`src/rtl/pipe_hazard_ctrl_if.sv`:
```
// Bus between the pipeline datapath and the hazard controller.
// master = datapath side (drives status, receives controls); slave = controller.
interface pipe_hazard_ctrl_if #(
  parameter int CNT_W = 32
);
  logic             idex_memread;
  logic [4:0]       idex_rd;
  logic [4:0]       ifid_rs1;
  logic [4:0]       ifid_rs2;
  logic             branch_taken;
  logic             exmem_memread;
  logic             exmem_memwrite;
  logic             dmem_ready;

  logic             pc_en;
  logic             ifid_en;
  logic             idex_en;
  logic             exmem_en;
  logic             memwb_en;
  logic             ifid_flush;
  logic             idex_flush;
  logic             dmem_req;
  logic             mem_busy;
  logic             mem_err;
  logic [CNT_W-1:0] stall_cycles;
  logic [CNT_W-1:0] flush_count;

  modport master (
    output idex_memread, idex_rd, ifid_rs1, ifid_rs2, branch_taken,
           exmem_memread, exmem_memwrite, dmem_ready,
    input  pc_en, ifid_en, idex_en, exmem_en, memwb_en, ifid_flush, idex_flush,
           dmem_req, mem_busy, mem_err, stall_cycles, flush_count
  );

  modport slave (
    input  idex_memread, idex_rd, ifid_rs1, ifid_rs2, branch_taken,
           exmem_memread, exmem_memwrite, dmem_ready,
    output pc_en, ifid_en, idex_en, exmem_en, memwb_en, ifid_flush, idex_flush,
           dmem_req, mem_busy, mem_err, stall_cycles, flush_count
  );
endinterface

```
`src/rtl/pipe_hazard_ctrl.sv`:
```
// Pipeline hazard controller: data-memory wait FSM with timeout, branch flush, load-use stall.
// Define PIPE_HAZARD_CTRL_PERF_EN to build the stall/flush performance counters (else tied 0).
module pipe_hazard_ctrl #(
  parameter int TIMEOUT = 16,  // legal range 2..255
  parameter int CNT_W   = 32
) (
  input  logic              clk,
  input  logic              rst_n,
  pipe_hazard_ctrl_if.slave bus
);

  typedef enum logic [1:0] {
    ST_IDLE = 2'd0,
    ST_WAIT = 2'd1,
    ST_ERR  = 2'd2
  } state_t;

  // Last wait count that may still see dmem_ready; one more miss means timeout.
  localparam logic [7:0] WAIT_LAST = 8'(TIMEOUT - 2);

  state_t     state;
  logic [7:0] wait_cnt;
  logic       mem_err_q;

  logic mem_access;
  logic load_use;

  assign mem_access = bus.exmem_memread | bus.exmem_memwrite;
  assign load_use   = bus.idex_memread && (bus.idex_rd != 5'd0) &&
                      ((bus.idex_rd == bus.ifid_rs1) || (bus.idex_rd == bus.ifid_rs2));

  // NOTE: state registers use non-blocking (<=) so every flop samples pre-edge values.
  always_ff @(posedge clk or negedge rst_n) begin
    if (!rst_n) begin
      state     <= ST_IDLE;
      wait_cnt  <= '0;
      mem_err_q <= 1'b0;
    end else begin
      case (state)
        ST_IDLE: begin
          if (mem_access && !bus.dmem_ready) begin
            state    <= ST_WAIT;
            wait_cnt <= '0;
          end
        end
        ST_WAIT: begin
          if (bus.dmem_ready) begin
            state <= ST_IDLE;
          end else if (wait_cnt == WAIT_LAST) begin
            state     <= ST_ERR;
            mem_err_q <= 1'b1;
          end else begin
            wait_cnt <= wait_cnt + 8'd1;
          end
        end
        ST_ERR: begin
          mem_err_q <= 1'b1;
        end
        default: begin
          state <= ST_IDLE;
        end
      endcase
    end
  end

  logic mem_stall;
  logic dmem_req_c;
  logic mem_busy_c;

  // NOTE: every always_comb output gets a default first, so no path can infer a latch.
  always_comb begin
    mem_stall  = 1'b0;
    dmem_req_c = 1'b0;
    mem_busy_c = 1'b0;
    case (state)
      ST_IDLE: begin
        dmem_req_c = mem_access;
        mem_stall  = mem_access & ~bus.dmem_ready;
      end
      ST_WAIT: begin
        dmem_req_c = 1'b1;
        mem_busy_c = 1'b1;
        mem_stall  = ~bus.dmem_ready;
      end
      default: begin
        mem_stall = 1'b1;
      end
    endcase
  end

  logic pc_en_c;
  logic ifid_en_c;
  logic idex_en_c;
  logic exmem_en_c;
  logic memwb_en_c;
  logic ifid_flush_c;
  logic idex_flush_c;

  // Memory stall freezes everything; branch and load-use only act once the pipe moves,
  // which includes the cycle the pending access completes.
  always_comb begin
    pc_en_c      = 1'b1;
    ifid_en_c    = 1'b1;
    idex_en_c    = 1'b1;
    exmem_en_c   = 1'b1;
    memwb_en_c   = 1'b1;
    ifid_flush_c = 1'b0;
    idex_flush_c = 1'b0;
    if (mem_stall) begin
      pc_en_c    = 1'b0;
      ifid_en_c  = 1'b0;
      idex_en_c  = 1'b0;
      exmem_en_c = 1'b0;
      memwb_en_c = 1'b0;
    end else if (bus.branch_taken) begin
      ifid_flush_c = 1'b1;
      idex_flush_c = 1'b1;
    end else if (load_use) begin
      pc_en_c      = 1'b0;
      ifid_en_c    = 1'b0;
      idex_flush_c = 1'b1;
    end
  end

  // Reset forces every control low immediately, aborting any access in flight.
  logic [4:0] en_g;
  logic [1:0] flush_g;

  assign en_g    = {5{rst_n}} & {pc_en_c, ifid_en_c, idex_en_c, exmem_en_c, memwb_en_c};
  assign flush_g = {2{rst_n}} & {ifid_flush_c, idex_flush_c};

  assign bus.pc_en      = en_g[4];
  assign bus.ifid_en    = en_g[3];
  assign bus.idex_en    = en_g[2];
  assign bus.exmem_en   = en_g[1];
  assign bus.memwb_en   = en_g[0];
  assign bus.ifid_flush = flush_g[1];
  assign bus.idex_flush = flush_g[0];
  assign bus.dmem_req   = rst_n & dmem_req_c;
  assign bus.mem_busy   = rst_n & mem_busy_c;
  assign bus.mem_err    = mem_err_q;

`ifdef PIPE_HAZARD_CTRL_PERF_EN
  logic [CNT_W-1:0] stall_q;
  logic [CNT_W-1:0] flush_q;
  logic             any_stall;
  logic             any_flush;

  assign any_stall = ~(&en_g);
  assign any_flush = |flush_g;

  always_ff @(posedge clk or negedge rst_n) begin
    if (!rst_n) begin
      stall_q <= '0;
      flush_q <= '0;
    end else begin
      if (any_stall) stall_q <= stall_q + CNT_W'(1);
      if (any_flush) flush_q <= flush_q + CNT_W'(1);
    end
  end

  assign bus.stall_cycles = stall_q;
  assign bus.flush_count  = flush_q;
`else
  assign bus.stall_cycles = {CNT_W{1'b0}};
  assign bus.flush_count  = {CNT_W{1'b0}};
`endif

endmodule

```
`src/flat_wrapper.sv`:
```
// flat-port wrapper written by rule: the top's interface ports become plain ports
module pipe_hazard_ctrl_flat 
#(
  parameter int TIMEOUT = 16,                       
  parameter int CNT_W   = 32
)
  (clk, rst_n, bus_idex_memread, bus_idex_rd, bus_ifid_rs1, bus_ifid_rs2, bus_branch_taken, bus_exmem_memread, bus_exmem_memwrite, bus_dmem_ready, bus_pc_en, bus_ifid_en, bus_idex_en, bus_exmem_en, bus_memwb_en, bus_ifid_flush, bus_idex_flush, bus_dmem_req, bus_mem_busy, bus_mem_err, bus_stall_cycles, bus_flush_count);
  pipe_hazard_ctrl_if #(.CNT_W(CNT_W)) bus_i ();
  input  logic clk;
  input  logic rst_n;
  input wire logic [$bits(bus_i.idex_memread)-1:0] bus_idex_memread;
  input wire logic [$bits(bus_i.idex_rd)-1:0] bus_idex_rd;
  input wire logic [$bits(bus_i.ifid_rs1)-1:0] bus_ifid_rs1;
  input wire logic [$bits(bus_i.ifid_rs2)-1:0] bus_ifid_rs2;
  input wire logic [$bits(bus_i.branch_taken)-1:0] bus_branch_taken;
  input wire logic [$bits(bus_i.exmem_memread)-1:0] bus_exmem_memread;
  input wire logic [$bits(bus_i.exmem_memwrite)-1:0] bus_exmem_memwrite;
  input wire logic [$bits(bus_i.dmem_ready)-1:0] bus_dmem_ready;
  output wire logic [$bits(bus_i.pc_en)-1:0] bus_pc_en;
  output wire logic [$bits(bus_i.ifid_en)-1:0] bus_ifid_en;
  output wire logic [$bits(bus_i.idex_en)-1:0] bus_idex_en;
  output wire logic [$bits(bus_i.exmem_en)-1:0] bus_exmem_en;
  output wire logic [$bits(bus_i.memwb_en)-1:0] bus_memwb_en;
  output wire logic [$bits(bus_i.ifid_flush)-1:0] bus_ifid_flush;
  output wire logic [$bits(bus_i.idex_flush)-1:0] bus_idex_flush;
  output wire logic [$bits(bus_i.dmem_req)-1:0] bus_dmem_req;
  output wire logic [$bits(bus_i.mem_busy)-1:0] bus_mem_busy;
  output wire logic [$bits(bus_i.mem_err)-1:0] bus_mem_err;
  output wire logic [$bits(bus_i.stall_cycles)-1:0] bus_stall_cycles;
  output wire logic [$bits(bus_i.flush_count)-1:0] bus_flush_count;
  assign bus_i.idex_memread = bus_idex_memread;
  assign bus_i.idex_rd = bus_idex_rd;
  assign bus_i.ifid_rs1 = bus_ifid_rs1;
  assign bus_i.ifid_rs2 = bus_ifid_rs2;
  assign bus_i.branch_taken = bus_branch_taken;
  assign bus_i.exmem_memread = bus_exmem_memread;
  assign bus_i.exmem_memwrite = bus_exmem_memwrite;
  assign bus_i.dmem_ready = bus_dmem_ready;
  assign bus_pc_en = bus_i.pc_en;
  assign bus_ifid_en = bus_i.ifid_en;
  assign bus_idex_en = bus_i.idex_en;
  assign bus_exmem_en = bus_i.exmem_en;
  assign bus_memwb_en = bus_i.memwb_en;
  assign bus_ifid_flush = bus_i.ifid_flush;
  assign bus_idex_flush = bus_i.idex_flush;
  assign bus_dmem_req = bus_i.dmem_req;
  assign bus_mem_busy = bus_i.mem_busy;
  assign bus_mem_err = bus_i.mem_err;
  assign bus_stall_cycles = bus_i.stall_cycles;
  assign bus_flush_count = bus_i.flush_count;
  pipe_hazard_ctrl #(.TIMEOUT(TIMEOUT), .CNT_W(CNT_W)) u_core (.clk(clk), .rst_n(rst_n), .bus(bus_i));
endmodule
```
`config.mk`:
```
export PLATFORM = sky130hd
export DESIGN_NAME = pipe_hazard_ctrl_flat
export DESIGN_NICKNAME = d
export VERILOG_FILES = /design/src/rtl/pipe_hazard_ctrl_if.sv /design/src/rtl/pipe_hazard_ctrl.sv /design/src/flat_wrapper.sv
export SDC_FILE = /design/constraint.sdc
export NUM_CORES = 1
export LEC_CHECK = 0
export BUFFER_PORTS_ARGS = -buffer_cell sky130_fd_sc_hd__clkbuf_2
export CORE_AREA = 4 4 51 99
export DETAILED_ROUTE_END_ITERATION = 16
export DIE_AREA = 0 0 55 103
export HOLD_SLACK_MARGIN = 0.08
export PLACE_DENSITY = 0.63
export SLEW_MARGIN = 20
export SYNTH_ARGS = -nofsm -noshare
export SYNTH_HDL_FRONTEND = slang
export SYNTH_SLANG_ARGS = --single-unit
export TNS_END_PERCENT = 30
```
`constraint.sdc`:
```
create_clock -name clk -period 2.55 [get_ports clk]
set_input_delay 0.255 -clock clk [delete_from_list [all_inputs] [get_ports clk]]
set_output_delay 0.255 -clock clk [all_outputs]
set_load 0.01 [all_outputs]
```
==> results of run 1 <==
[cells by family (layout without fill, tap and decap cells)]
group           count (synthesis)  in the layout  synth area share
fa+ha+maj                       2              2            0.0199
compound gates                 19             19            0.0996
buf+inv                        72             42             0.415
simple gates                   36             36             0.159
xor+xnor                       12             12            0.0837
flops                          11             11             0.219
other cells                     1             64           0.00299
[through the flow]
stage	utilization	setup WS (ps)	power (W)	hold slack (ps)	instance area [um^2]
after detailed placement	0.284	599	0.000341	252	1220
after floorplan	-	642	0.000365	-40.6	1490
after global routing	0.297	152	0.000558	467	1270
after global placement	0.284	682	0.000340	240	1220
final	0.297	326	0.000519	439	1270
after CTS	0.297	328	0.000526	462	1270
[layer usage]
metal / routed length [um] / up-vias / global-route usage
met5: 0 / - / 0
met4: 35 / 0 / 0.0449
met3: 439 / 4 / 0.0217
met2: 1420 / 82 / 0.186
met1: 756 / 402 / 0.0660
li1: - / 440 / -
[worst min-delay path by stage]
stage | start | to | depth (start not counted)
after global placement | rst_n | u_core.wait_cnt[4] | 2
after floorplan | rst_n | u_core.bus.mem_err | 0
final | bus_dmem_ready | u_core.state[1] | 4
after CTS | bus_exmem_memread | u_core.wait_cnt[5] | 4
after detailed placement | rst_n | u_core.wait_cnt[5] | 2
after global routing | bus_dmem_ready | u_core.state[1] | 4
[worst register-to-register path, cell delays in order, from the launching register on]
cell       delay [ps]
dfrtp_1           400
inv_1              80
ha_1              170
nor4b_1           560
a2111oi_0         270
xnor2_1           210
nor2_1             50
[final cells by class]
class	instances	area, um^2
Fill cell	478	3020
Timing Repair Buffer	33	173
Clock buffer	4	45.0
Multi-Input combinational cell	133	696
Tap cell	54	67.6
Sequential cell	11	275
Inverter	5	18.8
[flip-flops by register name, summed over array words and instances, names as in the netlist]
name                count
u_core.bus.mem_err      1
u_core.state            2
u_core.wait_cnt         8
[cell usage after synthesis (all sizes together)]
cell | instances | area share
and3 | 2 | 0.010
a211o | 1 | 0.014
inv | 5 | 0.015
or4 | 2 | 0.012
a2111oi | 1 | 0.0070
or3 | 4 | 0.020
xnor2 | 1 | 0.0070
nor3 | 4 | 0.016
buf | 67 | 0.40
conb | 1 | 0.0030
o31a | 1 | 0.0070
nand2 | 6 | 0.018
nand3 | 1 | 0.0040
ha | 2 | 0.020
o21bai | 1 | 0.0060
o211ai | 1 | 0.0060
dfrtp | 11 | 0.22
or2b | 1 | 0.0060
xor2 | 11 | 0.077
nor2 | 7 | 0.021
or2 | 2 | 0.010
a21oi | 5 | 0.020
nor4b | 1 | 0.0070
o21ai | 7 | 0.028
nand2b | 1 | 0.0050
and2 | 2 | 0.010
and4b | 1 | 0.011
nand4 | 2 | 0.010
a22oi | 1 | 0.0060
o31ai | 1 | 0.0060
[power by group through the flow]
stage | combinational [W] | clock [W] | sequential [W]
3_5_place_dp | 0.000144 | 0 | 0.000197
3_3_place_gp | 0.000143 | 0 | 0.000197
2_1_floorplan | 0.000171 | 0 | 0.000194
6_report | 0.000146 | 0.000179 | 0.000195
5_1_grt | 0.000168 | 0.000194 | 0.000196
4_1_cts | 0.000145 | 0.000186 | 0.000194
==> flow_summary.ini, run 1 <==
[run_status]
status = completed

[die]
num_rows = 34
io_pins = 96
die_x_um = 55
core-area_mm2 = 0.00430
die_h_um = 103
initial_core_util = 0.292
fp.dieArea_mm2 = 0.00567

[clock_network]
cts_buffer_depth = 2
numCtsBuffers = 3
clock-sinks = 11
cts_max_level = 1
holdBufCountCts = 1
cts_resized = 0
cts_tree = done
cts_root_buf = clkbuf_8
post_cts_buffers = 0
clk_latency_ps = 240
clkTransAtPathRegs_ps = 50

[cells_and_area]
layout-drive-gt1-share = 0.204
n_antenna_cell = 0
layout_commonest_cell = conb_1
fin_nets = 211
layout_common_cells = 64 x conb_1, 31 x clkbuf_2, 11 x xor2_1, 11 x dfrtp_1
fin_cells = 240
area_growth_pct = 1.49

[timing]
max_freq_mhz = 450
slew_headroom = 0.548
maxSlewViolCount = 0
hold_viol = 0
setup_violations = 0
tns_ps = 0
fin_skew_ps = 1.62
tightestPinTransition_ps = 673
fin_crit_ps = 2220
rsz0062_at_grt = false
min_period_over_period = 0.872

[worst_setup_path]
slowest_stage = dfrtp_1
crit_cells = 5
reg2reg_slack_ps = 670
reg2reg_from = u_core.wait_cnt[0]
slowest_delay_ps = 440
critical-path-top-delay-family = compound AO/OA/AOI/OAI gates
crit_arrival_ps = 1970
cp_max_fo = 8
worstSetupPathType = register to output port
crit_chain = or3_1, a21oi_1, o211ai_1, o21bai_1, clkbuf_2
r2r_cells = 6
r2r_end = u_core.wait_cnt[2]
worstPathRequired_ps = 2300
worstSetupStartpointType = register
worstSetupStartpoint = u_core.state[0]
crit_end = bus_idex_flush
endpoint_kind = output port
critPathBufInv = 1

[grt]
grt_usage = 0.0896
grt_pass1_vias = 835
grt_max_degree = 13
gr-total-overflow = 0
grt_antenna_before_repair = 0
grt_pass1_wl_mm = 3.56

[synthesis]
synth_cell_types = 31
syn_area_mm2 = 0.00126
synth_seq_cells = 11
avgSynthCellArea_um2 = 8.21
ys_warn_count = 0
yosysSeqAreaShare = 0.219
netlist_instances = 153

[power]
power_switching_share = 0.347
pwr-share-clk = 0.345
p_comb_frac = 0.281
p_int_w = 0.000339
p_sw_w = 0.000180
p_leak_nw = 0.686
peakVddDrop_mv = 0.135
seq_power_share = 0.375
p_per_area_mw_per_mm2 = 407

[placed_design]
dp_hpwl_mm = 2.37
place_congestion = 0.785
dp_cells = 235
port-buffer-count = 31

[route]
ant_nets = 0
drt_iter0_drc = 8
dr.pass1.iters = 4
wire_per_inst_um = 11.0
via_per_inst = 3.87
wl_mm = 2.65
drc = 0
vias = 928

[job]
drv_cap = 0

[worst_hold_path]
holdCritPathClass = input pin to register
(Power assumes the default switching activity.)
==> run 2: changes to the inputs <==
--- a/config.mk
+++ b/config.mk
@@ -10,8 +10,8 @@
 export DETAILED_ROUTE_END_ITERATION = 16
 export DIE_AREA = 0 0 55 103
 export HOLD_SLACK_MARGIN = 0.08
-export PLACE_DENSITY = 0.63
-export SLEW_MARGIN = 20
+export PLACE_DENSITY = 0.62
+export SLEW_MARGIN = 25
 export SYNTH_ARGS = -nofsm -noshare
 export SYNTH_HDL_FRONTEND = slang
 export SYNTH_SLANG_ARGS = --single-unit
==> run 2 against run 1 <==
Compared with the run above:
- fmax down 2.6%
- non-clock buffer count unchanged
- first-iteration DRC count down 63%
- clock power about the same
- sequential share of layout area unchanged
- design area unchanged
- core utilization unchanged
- critical path type unchanged
- critical endpoint unchanged
==> flow_summary.ini, run 2 (synthesized netlist as in run 1, its figures left out) <==
[run_status]
status = completed

[timing]
tightestPinTransition_ps = 679
max_freq_mhz = 438
fin_crit_ps = 2280
tns_ps = 0
min_period_over_period = 0.896
rsz0062_at_grt = false
setup_violations = 0
hold_ws_ps = 449
slew_headroom = 0.544
maxSlewViolCount = 0
hold_viol = 0
fin_skew_ps = 1.40

[clock_network]
clkTransAtPathRegs_ps = 50
cts_buffer_depth = 2
cts_max_level = 1
numCtsBuffers = 3
cts_tree = done
clock-sinks = 11
cts_root_buf = clkbuf_8
clk_latency_ps = 240
post_cts_buffers = 0

[route]
vias = 947
dr.pass1.iters = 2
wire_per_inst_um = 10.8
drc = 0
ant_nets = 0
drt_iter0_drc = 3
via_per_inst = 3.95
wl_mm = 2.59

[job]
drv_cap = 0

[grt]
grt_max_degree = 13
grt_pass1_wl_mm = 3.48
grt_pass1_vias = 831
grt_antenna_before_repair = 0
grt_usage = 0.0879
gr-total-overflow = 0

[power]
p_sw_w = 0.000178
pwr-share-clk = 0.343
p_comb_frac = 0.281
p_leak_nw = 0.686
p_int_w = 0.000339
power_switching_share = 0.344
p_per_area_mw_per_mm2 = 405
seq_power_share = 0.376
peakVddDrop_mv = 0.140

[cells_and_area]
fin_nets = 211
n_antenna_cell = 0
layout_common_cells = 64 x conb_1, 31 x clkbuf_2, 11 x xor2_1, 11 x dfrtp_1
largest_reg_flops = 8
layout_commonest_cell = conb_1
fin_cells = 240
regMostFlops = u_core.wait_cnt
area_growth_pct = 1.49
layout-drive-gt1-share = 0.204

[placed_design]
dp_cells = 235
dp_hpwl_mm = 2.28
port-buffer-count = 31
place_congestion = 0.780

[worst_setup_path]
worstSetupStartpointType = register
worstSetupPathType = register to output port
reg2reg_slack_ps = 740
cp_max_fo = 8
crit_chain = or3_1, a21oi_1, o211ai_1, o21bai_1, clkbuf_2
slowest_delay_ps = 440
slowest_stage = dfrtp_1
crit_arrival_ps = 2030
endpoint_kind = output port
worstPathRequired_ps = 2300

[die]
num_rows = 34
die_x_um = 55
initial_core_util = 0.292
die_h_um = 103
io_pins = 96
fp.dieArea_mm2 = 0.00567
core-area_mm2 = 0.00430

[worst_hold_path]
holdCritPathClass = input pin to register
run 2: cell counts in the layout (fill, tap and decap cells not counted):
No cell type changed its count.
run 2: per-layer routing:
| metal | share of wire | routed length, um | GRT usage | vias up |
|---|---|---|---|---|
| met4 | 0.036 | 94 | 0.0674 | 0 |
| met5 | 0 | 0 | 0 | - |
| met1 | 0.27 | 708 | 0.0592 | 415 |
| met2 | 0.51 | 1320 | 0.176 | 83 |
| met3 | 0.18 | 466 | 0.0232 | 9 |
| li1 | - | - | - | 440 |
run 2: power by group through the flow:
stage                     registers, W  clock network, W  logic [W]
after floorplan               0.000194                 0   0.000171
after global placement        0.000197                 0   0.000142
after detailed placement      0.000197                 0   0.000143
after CTS                     0.000194          0.000184   0.000145
after global routing          0.000196          0.000195   0.000166
final                         0.000194          0.000177   0.000145
run 2: worst max-delay path: cells and delay by family (launching register included):
| family | cells | cell delay, ps |
|---|---|---|
| simple gates | 1 | 440 |
| flops | 1 | 440 |
| buf+inv | 1 | 160 |
| compound gates | 3 | 750 |
run 2: final timing paths:
path                                         start                 end  depth (start not counted)
min in group asynchronous                    rst_n  u_core.wait_cnt[0]                          3
worst max-delay path               u_core.state[0]      bus_idex_flush                          5
worst min-delay path                bus_dmem_ready     u_core.state[1]                          4
worst max register to register  u_core.wait_cnt[0]  u_core.wait_cnt[4]                          6
max in group asynchronous                    rst_n  u_core.wait_cnt[2]                          3
worst min register to register  u_core.bus.mem_err  u_core.bus.mem_err                          1
run 2: layout make-up:
| type | count | area, um^2 |
|---|---|---|
| fillers | 472 | 3020 |
| multi-input cells | 133 | 696 |
| clock buffers | 4 | 45.0 |
| well taps | 54 | 67.6 |
| inverters | 5 | 18.8 |
| repair buffers | 33 | 173 |
| flip-flops and latches | 11 | 275 |
run 2: what timing repair did:
item                      in CTS  in global routing
resized for setup              0                  0
hold endpoints to repair      11                  0
hold buffers                   1                  0
run 2: per-stage QoR:
stage	utilization	total power, W	cell area, um^2	worst slack (ps)
after floorplan	-	0.000365	1490	642
after global placement	0.284	0.000339	1220	689
after detailed placement	0.284	0.000340	1220	562
after CTS	0.297	0.000522	1270	299
after global routing	0.297	0.000556	1270	201
final	0.297	0.000517	1270	266
==> run 3: changes to the inputs <==
--- a/config.mk
+++ b/config.mk
@@ -7,6 +7,7 @@
 export LEC_CHECK = 0
 export BUFFER_PORTS_ARGS = -buffer_cell sky130_fd_sc_hd__clkbuf_2
 export CORE_AREA = 4 4 51 99
+export CTS_BUF_LIST = sky130_fd_sc_hd__clkbuf_16
 export DETAILED_ROUTE_END_ITERATION = 16
 export DIE_AREA = 0 0 55 103
 export HOLD_SLACK_MARGIN = 0.08
==> run 3 against run 2 <==
Compared with the run above:
- power grew 21%
- wire length barely moved
- sequential power is essentially flat
- critical path type unchanged
- global-route usage did not move
- critical path depth unchanged
- largest power group is now clock
==> flow_summary.ini, run 3 (synthesized netlist as in run 1, its figures left out) <==
[run_status]
status = completed

[cells_and_area]
largest_reg_flops = 8
n_antenna_cell = 0
layout_commonest_cell = conb_1
fin_nets = 211
fillers = 472
fin_cells = 240
layout_common_cells = 64 x conb_1, 31 x clkbuf_2, 11 x xor2_1, 11 x dfrtp_1
layout-drive-gt1-share = 0.204
regMostFlops = u_core.wait_cnt
register_area_um2 = 275
multi_input_area_um2 = 696
area_growth_pct = 4.18

[job]
drv_cap = 0

[route]
wl_mm = 2.59
wire_per_inst_um = 10.8
dr.pass1.iters = 3
ant_nets = 0
drt_iter0_drc = 6
via_per_inst = 3.94
drc = 0
vias = 946

[timing]
fin_crit_ps = 2280
tightestPinTransition_ps = 682
fin_skew_ps = 1.24
max_freq_mhz = 438
tns_ps = 0
hold_viol = 0
maxSlewViolCount = 0
rsz0062_at_grt = false
hold_ws_ps = 450
finalWorstSetupSlack_ps = 267
slew_headroom = 0.542
min_period_over_period = 0.895
setup_violations = 0

[worst_setup_path]
crit_arrival_ps = 2030
worstPathRequired_ps = 2300
worstSetupStartpointType = register
worstSetupPathType = register to output port
endpoint_kind = output port
crit_chain = or3_1, a21oi_1, o211ai_1, o21bai_1, clkbuf_2
critical-path-top-delay-family = compound AO/OA/AOI/OAI gates
cp_max_fo = 8
slowest_stage = dfrtp_1
critPathBufInv = 1
slowest_delay_ps = 440

[grt]
grt_antenna_before_repair = 0
grt_pass1_vias = 835
gr-total-overflow = 0
grt_pass1_wl_mm = 3.48
grt_usage = 0.0879
grt_max_degree = 13

[die]
die_h_um = 103
core-area_mm2 = 0.00430
io_pins = 96
initial_core_util = 0.292
die_x_um = 55
fp.dieArea_mm2 = 0.00567
num_rows = 34

[power]
p_int_w = 0.000436
p_leak_nw = 0.706
pwr-share-clk = 0.456
seq_power_share = 0.312
p_sw_w = 0.000188
p_comb_frac = 0.233
power_switching_share = 0.302
p_per_area_mw_per_mm2 = 477
peakVddDrop_mv = 0.224
report.power.total_w = 0.000624

[clock_network]
cts_max_level = 1
clock-sinks = 11
cts_tree = done
clk_latency_ps = 240
clkTransAtPathRegs_ps = 40
cts_root_buf = clkbuf_16
cts_resized = 0
cts_buffer_depth = 2
numCtsBuffers = 3

[worst_hold_path]
holdCritPathClass = input pin to register

[placed_design]
dp_hpwl_mm = 2.28
place_ws_ps = 562
dp_cells = 235
port-buffer-count = 31
place_congestion = 0.780
[run 3: cell types whose count changed in the layout (fill, tap and decap cells not counted), sizes merged]
cell	before	now
inv	5	6
clkbuf	35	34
[run 3: through the flow]
| step | area (um^2) | utilization |
|---|---|---|
| final | 1310 | 0.305 |
| after global routing | 1310 | 0.305 |
| after CTS | 1310 | 0.305 |
| after detailed placement | 1220 | 0.284 |
| after global placement | 1220 | 0.284 |
| after floorplan | 1490 | - |
[run 3: layout make-up]
type	instances	area share
clock buffers	3	0.0574
well taps	54	0.0516
inverters	5	0.0143
repair buffers	33	0.132
flip-flops and latches	11	0.210
multi-input cells	133	0.532
clock inverters	1	0.00287
[run 3: power groups by stage]
stage	Combinational, W	Clock [W]	Sequential, W
floorplan	0.000171	0	0.000194
finish	0.000145	0.000284	0.000194
detailed placement	0.000143	0	0.000197
CTS	0.000145	0.000292	0.000195
global route	0.000166	0.000302	0.000196
global placement	0.000142	0	0.000197
[run 3: worst paths after layout]
| path | startpoint | to | depth (start not counted) | slack (ps) |
|---|---|---|---|---|
| max | u_core.state[0] | bus_idex_flush | 5 | 270 |
| min | bus_dmem_ready | u_core.state[1] | 4 | 450 |
| max reg2reg | u_core.wait_cnt[0] | u_core.wait_cnt[4] | 6 | 740 |
| min reg2reg | u_core.bus.mem_err | u_core.bus.mem_err | 1 | 460 |
| max in group asynchronous | rst_n | u_core.state[1] | 3 | 1880 |
| min in group asynchronous | rst_n | u_core.wait_cnt[0] | 3 | 520 |
[run 3: metal layers]
metal | routed length [um] | track usage | part of all wire
met2 | 1330 | 0.174 | 0.51
met5 | 0 | 0 | 0
met4 | 95 | 0.0693 | 0.037
met3 | 473 | 0.0246 | 0.18
met1 | 692 | 0.0592 | 0.27
[run 3: tightest hold or removal path, stage by stage]
cell and delay, ps:
clkbuf_2 100, nor2_1 70, nand3_1 80, o21ai_0 110
[run 3: what timing repair did]
action / CTS / global route
buffers inserted: 0 / 0
endpoints found under the hold margin: 11 / 0
hold buffers: 1 / 0
